**src/rtl/med_pkg.sv**
```systemverilog
// Shared encodings for the multi-channel edge detector: per-channel mode codes,
// filter FSM states and small decode helpers.
package med_pkg;

  localparam logic [1:0] MODE_OFF  = 2'b00;
  localparam logic [1:0] MODE_RISE = 2'b01;
  localparam logic [1:0] MODE_FALL = 2'b10;
  localparam logic [1:0] MODE_BOTH = 2'b11;

  typedef enum logic [1:0] {
    ST_STABLE_LOW   = 2'd0,
    ST_CONFIRM_HIGH = 2'd1,
    ST_STABLE_HIGH  = 2'd2,
    ST_CONFIRM_LOW  = 2'd3
  } filt_state_t;

  function automatic logic mode_rise(input logic [1:0] m);
    return (m != MODE_OFF) && (m != MODE_FALL);
  endfunction

  function automatic logic mode_fall(input logic [1:0] m);
    return (m == MODE_FALL) || (m == MODE_BOTH);
  endfunction

  // The accepted level is high while stable high or while a drop is still unconfirmed.
  function automatic logic state_is_high(input filt_state_t s);
    return (s == ST_STABLE_HIGH) || (s == ST_CONFIRM_LOW);
  endfunction

endpackage

```
**src/rtl/edge_detector_channel.sv**
```systemverilog
// One input channel: synchroniser, stability-counter deglitch FSM, mode-qualified
// edge pulse and sticky write-1-to-clear flag.
module edge_detector_channel
  import med_pkg::*;
#(
  parameter int SYNC_STAGES   = 2,
  parameter int FILTER_CYCLES = 3
) (
  input  logic       clk,
  input  logic       reset,
  input  logic       i_in,
  input  logic [1:0] i_mode,
  input  logic       i_flag_clr,
  output logic       o_level,
  output logic       o_pulse,
  output logic       o_flag
);

  localparam int               CNT_W    = $clog2(FILTER_CYCLES + 1);
  localparam logic [CNT_W-1:0] CNT_ONE  = CNT_W'(1);
  localparam logic [CNT_W-1:0] CNT_LAST = CNT_W'(FILTER_CYCLES - 1);

  logic [SYNC_STAGES-1:0] r_sync;
  filt_state_t            r_state;
  filt_state_t            w_state_nxt;
  logic [CNT_W-1:0]       r_cnt;
  logic [CNT_W-1:0]       w_cnt_nxt;
  logic                   w_sync;
  logic                   w_level;
  logic                   w_level_nxt;
  logic                   w_set;
  logic                   r_pulse;
  logic                   r_flag;

  assign w_sync = r_sync[SYNC_STAGES-1];

  always_ff @(posedge clk) begin
    if (reset) begin
      r_sync  <= '0;
      r_state <= ST_STABLE_LOW;
      r_cnt   <= '0;
    end else begin
      r_sync  <= {r_sync[SYNC_STAGES-2:0], i_in};
      r_state <= w_state_nxt;
      r_cnt   <= w_cnt_nxt;
    end
  end

  always_comb begin
    w_state_nxt = r_state;
    w_cnt_nxt   = r_cnt;
    unique case (r_state)
      ST_STABLE_LOW: begin
        if (w_sync) begin
          if (FILTER_CYCLES == 1) begin
            w_state_nxt = ST_STABLE_HIGH;
          end else begin
            w_state_nxt = ST_CONFIRM_HIGH;
            w_cnt_nxt   = CNT_ONE;
          end
        end
      end
      ST_CONFIRM_HIGH: begin
        if (!w_sync) begin
          w_state_nxt = ST_STABLE_LOW;
          w_cnt_nxt   = '0;
        end else if (r_cnt == CNT_LAST) begin
          w_state_nxt = ST_STABLE_HIGH;
          w_cnt_nxt   = '0;
        end else begin
          w_cnt_nxt = r_cnt + CNT_ONE;
        end
      end
      ST_STABLE_HIGH: begin
        if (!w_sync) begin
          if (FILTER_CYCLES == 1) begin
            w_state_nxt = ST_STABLE_LOW;
          end else begin
            w_state_nxt = ST_CONFIRM_LOW;
            w_cnt_nxt   = CNT_ONE;
          end
        end
      end
      ST_CONFIRM_LOW: begin
        if (w_sync) begin
          w_state_nxt = ST_STABLE_HIGH;
          w_cnt_nxt   = '0;
        end else if (r_cnt == CNT_LAST) begin
          w_state_nxt = ST_STABLE_LOW;
          w_cnt_nxt   = '0;
        end else begin
          w_cnt_nxt = r_cnt + CNT_ONE;
        end
      end
      default: begin
        w_state_nxt = ST_STABLE_LOW;
        w_cnt_nxt   = '0;
      end
    endcase
  end

  // An accepted edge is exactly a change of the level implied by the state.
  always_comb begin
    w_level     = state_is_high(r_state);
    w_level_nxt = state_is_high(w_state_nxt);
    w_set       = (!w_level &&  w_level_nxt && mode_rise(i_mode)) ||
                  ( w_level && !w_level_nxt && mode_fall(i_mode));
  end

  always_ff @(posedge clk) begin
    if (reset) begin
      r_pulse <= 1'b0;
      r_flag  <= 1'b0;
    end else begin
      r_pulse <= w_set;
      r_flag  <= w_set | (r_flag & ~i_flag_clr);
    end
  end

  assign o_level = w_level;
  assign o_pulse = r_pulse;
  assign o_flag  = r_flag;

endmodule

```
**src/rtl/multi_edge_detector.sv**
```systemverilog
// Multi-channel debounced edge detector: one filter channel per input plus a
// registered interrupt combining enabled sticky flags.
module multi_edge_detector #(
  parameter int CHANNELS      = 4,
  parameter int SYNC_STAGES   = 2,
  parameter int FILTER_CYCLES = 3
) (
  input  logic                  clk,
  input  logic                  reset,
  input  logic [CHANNELS-1:0]   in,
  input  logic [2*CHANNELS-1:0] mode,
  input  logic [CHANNELS-1:0]   flag_clr,
  input  logic [CHANNELS-1:0]   irq_en,
  output logic [CHANNELS-1:0]   level,
  output logic [CHANNELS-1:0]   edge_pulse,
  output logic [CHANNELS-1:0]   edge_flag,
  output logic                  irq
);

  logic r_irq;

  for (genvar g = 0; g < CHANNELS; g++) begin : g_ch
    edge_detector_channel #(
      .SYNC_STAGES   (SYNC_STAGES),
      .FILTER_CYCLES (FILTER_CYCLES)
    ) u_ch (
      .clk        (clk),
      .reset      (reset),
      .i_in       (in[g]),
      .i_mode     (mode[2*g+1:2*g]),
      .i_flag_clr (flag_clr[g]),
      .o_level    (level[g]),
      .o_pulse    (edge_pulse[g]),
      .o_flag     (edge_flag[g])
    );
  end

  always_ff @(posedge clk) begin
    if (reset) begin
      r_irq <= 1'b0;
    end else begin
      r_irq <= |(edge_flag & irq_en);
    end
  end

  assign irq = r_irq;

endmodule

```
**config.mk**
```make
export PLATFORM = sky130hd
export DESIGN_NAME = multi_edge_detector
export DESIGN_NICKNAME = d
export VERILOG_FILES = /design/src/rtl/med_pkg.sv /design/src/rtl/edge_detector_channel.sv /design/src/rtl/multi_edge_detector.sv
export SDC_FILE = /design/constraint.sdc
export NUM_CORES = 1
export LEC_CHECK = 0
export CAP_MARGIN = 20
export CORE_ASPECT_RATIO = 0.6
export CORE_MARGIN = 2
export CORE_UTILIZATION = 51
export DETAILED_ROUTE_END_ITERATION = 8
export PLACE_DENSITY = 0.83
export SETUP_SLACK_MARGIN = 0.3
export SLEW_MARGIN = 20
export SYNTH_ARGS = -nofsm -noshare
export SYNTH_HDL_FRONTEND = slang
export SYNTH_SLANG_ARGS = --single-unit
```
**constraint.sdc**
```tcl
create_clock -name clk -period 1.8 [get_ports clk]
set_input_delay 0.36 -clock clk [delete_from_list [all_inputs] [get_ports clk]]
set_output_delay 0.36 -clock clk [all_outputs]
set_load 0.005 [all_outputs]
```
==> summary.txt, run 1 <==
Outcome
  • Outcome: complete, no violations

Place
  • GPL Wtd Cong: 0.789
  • Placed inst area: 0.00161 sq mm
  • Detailed placement HPWL: 1770 microns
  • # port buffers: 34

Final layout
  • Antenna cells: 0
  • Sequential Area: 681 sq um
  • Fill cell count: 177
  • Footprint of the multi-input gates: 561 sq um
  • Final std cell area, no fill: 0.00174 sq mm
  • Commonest non-fill, non-tap cell in the layout: clkdlybuf4s50_1
  • Layout cell share with drive strength beyond 1: 16.7%
  • NumNets Final: 183
  • Most frequent cells in the layout: clkdlybuf4s50_1 (29), dfxtp_1 (25), nor2_1 (12)
  • Area delta synth->final: 30.0%

Logic synthesis
  • Synth Flop Type: dfxtp_1
  • EDFF count, synth: 0
  • Post-Syn Nets: 157
  • Post-synthesis register bit count: 33
  • Synth warnings: 0
  • Synth area leader: dfxtp_1
  • Seq/Total Area, Yosys: 49.4%
  • Synth cell types: 18
  • Mapped Area: 0.00134 sq mm
  • Area contributors post-synth: dfxtp_1 (49%), buf_4 (6.7%), and3b_2 (6.0%)
  • Share of Yosys cell area claimed by the top area cell type: 49.4%
  • Synth Area per Inst: 9.91 sq um
  • Cells after synthesis: 135
  • Ys async rst share: 0%

CTS
  • TritonCTS clock tree: done
  • Number of H-tree levels: 2
  • Num CTS Buffers: 5
  • Cts hold-fix bufs: 0
  • Clock-pin slew on the worst setup and hold paths: 0.07 ns
  • Clk buf depth: 2
  • Latest clock arrival within the worst-skew pair: 0.28 ns
  • Root buf cell: clkbuf_8
  • Clock Sinks: 33

Global route
  • Number of global-route vias before repair: 995
  • Total gr overflow: 0
  • Largest net degree at the start of global routing: 34
  • Most Used Layer, Global Route: met2
  • Met3 Use GR: 6.74%
  • Initial antenna violation count: 0
  • Met2 GRT Util: 28.8%
  • Met1 usage: 21.8%
  • Total track usage: 18.0%
  • First-pass GRT wire length: 4210 microns

Floorplan
  • Die Span Y: 43.7 microns
  • Core area: 0.00250 sq mm
  • Initial core utilization: 53.4%
  • Die Wd: 70.1 microns
  • Die area: 0.00306 sq mm
  • I/O pin count: 35
  • Rows: 14

Worst setup path
  • CP startpoint kind: flop
  • Reg2Reg Setup Slack: 0.72 ns
  • Reg2reg end: g_ch[1].u_ch.o_flag
  • CP max stage cell: clkdlybuf4s50_1
  • Crit Path Category: flop to output pin
  • Worst Setup End Kind: output pin
  • Max FO, Critical Path: 3
  • RR Startpoint: g_ch[1].u_ch.r_state[1]
  • CP delay by family, top: buffers and inverters
  • Crit path required time: 1.44 ns
  • Buf+Inv Stages, Crit Path: 1
  • Worst path cell trace: clkdlybuf4s50_1
  • CP Data Arrival Time: 1.11 ns
  • R2R depth: 4
  • CP peak stage delay: 0.50 ns

Power and ir drop
  • Combinational power share: 6.1%
  • Peak supply drop: 0.479 mV
  • Sw Pwr: 0.294 mW
  • Clock power frac: 38.4%
  • Flop pwr share: 55.5%
  • Leak Pwr: 0.729 nW
  • Sw Ratio: 21.6%
  • Pwr per Cell Area: 781 mW/mm^2
  • Cell-internal power: 1.06 mW

Timing
  • Min Tclk post-route: 1.47 ns
  • Final critical-path share of the clock period: 81.9%
  • Final Hold Vio Count: 0
  • Final setup viols: 0
  • Max Clock Freq: 678 MHz
  • Clock skew: 0.00472 ns
  • Worst slew pin tran: 0.321 ns
  • Max_slew headroom: 78.6%
  • RSZ-0062 raised after global routing: yes
  • Setup TNS: 0 ns
  • Hold Worst Slack: 0.441 ns
  • Slew Viols, Final: 0

Hold path
  • HP Class: flop to flop
  • Hold_sp: g_ch[3].u_ch.r_sync[0]
  • WHS Endpoint: g_ch[3].u_ch.r_sync[1]
  • Hold path depth: 1

Routing
  • Final wirelength: 2460 microns
  • Antenna viol nets, final: 0
  • 1st-pass router iterations: 4
  • Post-DR wirelength/cell: 12.7 microns
  • Routed via count: 1002
  • Vias per std cell: 5.16
  • DRC Markers: 0
  • DRT iter0 DRCs: 44

Run
  • Max_cap viols: 0
-- cell type report --
type	count	area share [%]
Clock buffer	6	4.17
Clock inverter	2	0.576
Multi-Input combinational cell	83	32.2
Sequential cell	33	39.1
Tap cell	32	2.30
Timing Repair Buffer	38	21.6
-- state kept, by name, summed over array words and instances (netlist names) --
signal,count
g_ch.u_ch.r_cnt,8
g_ch.u_ch.r_state,8
g_ch.u_ch.r_sync,8
g_ch.u_ch.o_flag,4
g_ch.u_ch.o_pulse,4
irq,1
-- what timing repair did --
item                                   in CTS  in global routing
gates cloned                                0                  0
pin swaps                                   0                  0
setup endpoints to repair                   8                  4
endpoints found under the hold margin       0                  0
gates resized for setup                    14                  3
setup buffers                               2                  1
-- how the worst max path moves through the flow --
stage               cells after the start                     to  slack (ns)                    start
detailed placement                      3  g_ch[2].u_ch.r_cnt[0]        0.43                    reset
finish                                  1           edge_flag[2]        0.33      g_ch[2].u_ch.o_flag
global route                            1           edge_flag[2]        0.29      g_ch[2].u_ch.o_flag
global placement                        4    g_ch[1].u_ch.o_flag        0.43                  mode[2]
floorplan                               3    g_ch[0].u_ch.o_flag        0.85  g_ch[0].u_ch.r_state[1]
CTS                                     1           edge_flag[1]        0.30      g_ch[1].u_ch.o_flag
-- power groups by stage --
stage               clock network [mW]  registers (mW)  logic, mW
CTS                              0.537           0.753     0.0830
detailed placement                   0           0.775     0.0828
finish                           0.522           0.753     0.0830
floorplan                            0           0.772     0.0319
global route                     0.561           0.755     0.0903
global placement                     0           0.773     0.0797
-- cell usage after synthesis, drive strengths merged, types with 7 or more instances --
cell type / instances
nor3: 8
clkbuf: 7
buf: 12
and3b: 12
dfxtp: 33
nor2b: 8
nor2: 12
a21oi: 9
-- per-layer routing --
metal  up-vias  wire [microns]
li1        499               -
met4         0              33
met2        25            1140
met3         5             143
met5         -               0
met1       473            1140
-- cell families after synthesis --
kind of cell,Yosys count,synth area share (%)
AOI/OAI and AO/OA,19,8.23
xor gates and xnor gates,8,5.24
buffers and inverters,19,8.70
DFF,33,49.4
muxes,4,2.99
and+or+nand+nor,52,25.4
-- through the flow --
step	power [mW]	setup slack, ns	instances	util [%]
finish	1.36	0.326	194	69.4
detailed placement	0.858	0.426	183	64.2
floorplan	0.804	0.852	135	-
CTS	1.37	0.301	193	68.8
global placement	0.853	0.426	183	64.2
global route	1.41	0.289	194	69.4
(Power assumes the default switching activity.)
==> inputs of run 2 (changes only) <==
--- a/config.mk
+++ b/config.mk
@@ -8,9 +8,9 @@
 export CAP_MARGIN = 20
 export CORE_ASPECT_RATIO = 0.6
 export CORE_MARGIN = 2
-export CORE_UTILIZATION = 51
+export CORE_UTILIZATION = 42
 export DETAILED_ROUTE_END_ITERATION = 8
-export PLACE_DENSITY = 0.83
+export PLACE_DENSITY = 0.73
 export SETUP_SLACK_MARGIN = 0.3
 export SLEW_MARGIN = 20
 export SYNTH_ARGS = -nofsm -noshare
==> constraint.sdc (replaced) <==
create_clock -name clk -period 1.3 [get_ports clk]
set_input_delay 0.26 -clock clk [delete_from_list [all_inputs] [get_ports clk]]
set_output_delay 0.26 -clock clk [all_outputs]
set_load 0.005 [all_outputs]
==> run 2 against run 1 <==
Against the previous run:
- worst hold slack worse by 0.0029 ns
- core utilization down 5.0 points
- worst setup slack worse by 0.058 ns
- sequential share of layout area down 3.1 points
- global-route usage down 0.089 points
- critical endpoint is now g_ch[3].u_ch.r_cnt[1]
- highest routed layer unchanged
==> summary.txt, run 2 (synthesized netlist as in run 1, its figures left out) <==
Timing
  • Min Tclk post-route: 1.03 ns
  • Slew Viols, Final: 0
  • Final critical-path share of the clock period: 79.4%
  • Clock skew: 0.00379 ns
  • Final setup viols: 0
  • Max Clock Freq: 969 MHz
  • Worst slew pin tran: 0.196 ns
  • RSZ-0062 raised after global routing: yes
  • Max_slew headroom: 86.8%
  • Final Hold Vio Count: 0
  • Setup TNS: 0 ns

Worst setup path
  • Worst path cell trace: buf_6 -> xor2_2 -> nand4b_1 -> a21oi_1
  • Max FO, Critical Path: 5
  • Worst Setup End Kind: flop
  • Reg2Reg Setup Slack: 0.27 ns
  • CP peak stage delay: 0.33 ns
  • Buf+Inv Stages, Crit Path: 1
  • CP startpoint kind: flop
  • CP delay by family, top: flip-flops
  • Crit Path Category: flop to flop
  • CP Data Arrival Time: 1.24 ns
  • Crit path required time: 1.51 ns
  • CP max stage cell: dfxtp_2

Final layout
  • Biggest regs: g_ch.u_ch.r_cnt (8), g_ch.u_ch.r_state (8), g_ch.u_ch.r_sync (8)
  • Commonest non-fill, non-tap cell in the layout: clkdlybuf4s50_1
  • Antenna cells: 0
  • Most frequent cells in the layout: clkdlybuf4s50_1 (21), dfxtp_2 (19), dfxtp_1 (14)
  • Area delta synth->final: 41.9%
  • NumNets Final: 190
  • Layout cell share with drive strength beyond 1: 44.4%

Routing
  • DRT iter0 DRCs: 21
  • 1st-pass router iterations: 4
  • Routed via count: 1035
  • Vias per std cell: 4.91
  • Antenna viol nets, final: 0
  • Post-DR wirelength/cell: 14.1 microns
  • Final wirelength: 2980 microns
  • DRC Markers: 0

CTS
  • Num CTS Buffers: 5
  • Clock-pin slew on the worst setup and hold paths: 0.07 ns
  • Latest clock arrival within the worst-skew pair: 0.28 ns
  • Number of H-tree levels: 2
  • Root buf cell: clkbuf_8
  • TritonCTS clock tree: done
  • Cts hold-fix bufs: 0
  • Clock Sinks: 33
  • Clk buf depth: 2

Floorplan
  • Die area: 0.00367 sq mm
  • Initial core utilization: 45.4%
  • Rows: 15
  • Core area: 0.00295 sq mm
  • Die Wd: 76.9 microns
  • Die Span Y: 47.7 microns
  • I/O pin count: 35

Power and ir drop
  • Peak supply drop: 0.685 mV
  • Pwr per Cell Area: 1010 mW/mm^2
  • Leak Pwr: 0.751 nW
  • Pwr Total: 1.92 mW

Global route
  • First-pass GRT wire length: 4770 microns
  • Initial antenna violation count: 0
  • Total track usage: 17.9%
  • Number of global-route vias before repair: 1040
  • Total gr overflow: 0
  • Largest net degree at the start of global routing: 31

Outcome
  • Outcome: complete, no violations

Hold path
  • HP Class: flop to flop

Place
  • # port buffers: 34
  • GPL Wtd Cong: 0.708
  • Detailed placement HPWL: 2000 microns

Run
  • Max_cap viols: 0
run 2: what timing repair did:
action / 4_1_cts / 5_1_grt
pin swaps: 6 / 9
buffers inserted: 4 / 1
resized for setup: 72 / 25
setup endpoints to repair: 22 / 25
run 2: final timing paths:
kind | from | depth (start not counted) | to
setup / recovery | g_ch[3].u_ch.r_state[1] | 4 | g_ch[3].u_ch.r_cnt[1]
hold / removal | g_ch[2].u_ch.r_sync[0] | 1 | g_ch[2].u_ch.r_sync[1]
hold reg to reg | g_ch[2].u_ch.r_sync[0] | 1 | g_ch[2].u_ch.r_sync[1]
setup reg to reg | g_ch[3].u_ch.r_state[1] | 4 | g_ch[3].u_ch.r_cnt[1]
run 2: layer usage:
metal	track usage [%]	part of all wire, %
met1	17.9	37
met2	34.6	54
met3	6.79	5.7
met4	10.2	2.5
met5	0	0
run 2: power breakdown:
part           leakage [nW]  internal, mW  switching (mW)
Combinational         0.429        0.0926          0.0398
Sequential            0.277          1.03          0.0236
Clock                0.0450         0.370           0.358
run 2: final cells by class:
cell class,instances,area (sq um)
timing repair buffer,45,410
fill,265,1050
clock inverter,2,10.0
clock buffer,6,72.6
multi-input combinational,83,668
sequential,33,684
tap,42,52.6
run 2: metrics by stage:
step / hold slack, ns / std cells / worst slack [ns] / utilization, % / area (sq um)
detailed placement: 0.430 / 198 / 0.00690 / 56.7 / 1670
CTS: 0.440 / 210 / 0.232 / 60.9 / 1790
global placement: 0.423 / 198 / 0.0785 / 56.7 / 1670
finish: 0.438 / 211 / 0.268 / 64.4 / 1900
floorplan: 0.332 / 135 / 0.352 / - / 1340
global route: 0.456 / 211 / 0.228 / 64.4 / 1900
run 2: worst reg2reg max path, stage by stage (launching register included):
cell and delay [ns]:
dfxtp_2 0.33, buf_6 0.12, xor2_2 0.17, nand4b_1 0.16
a21oi_1 0.17
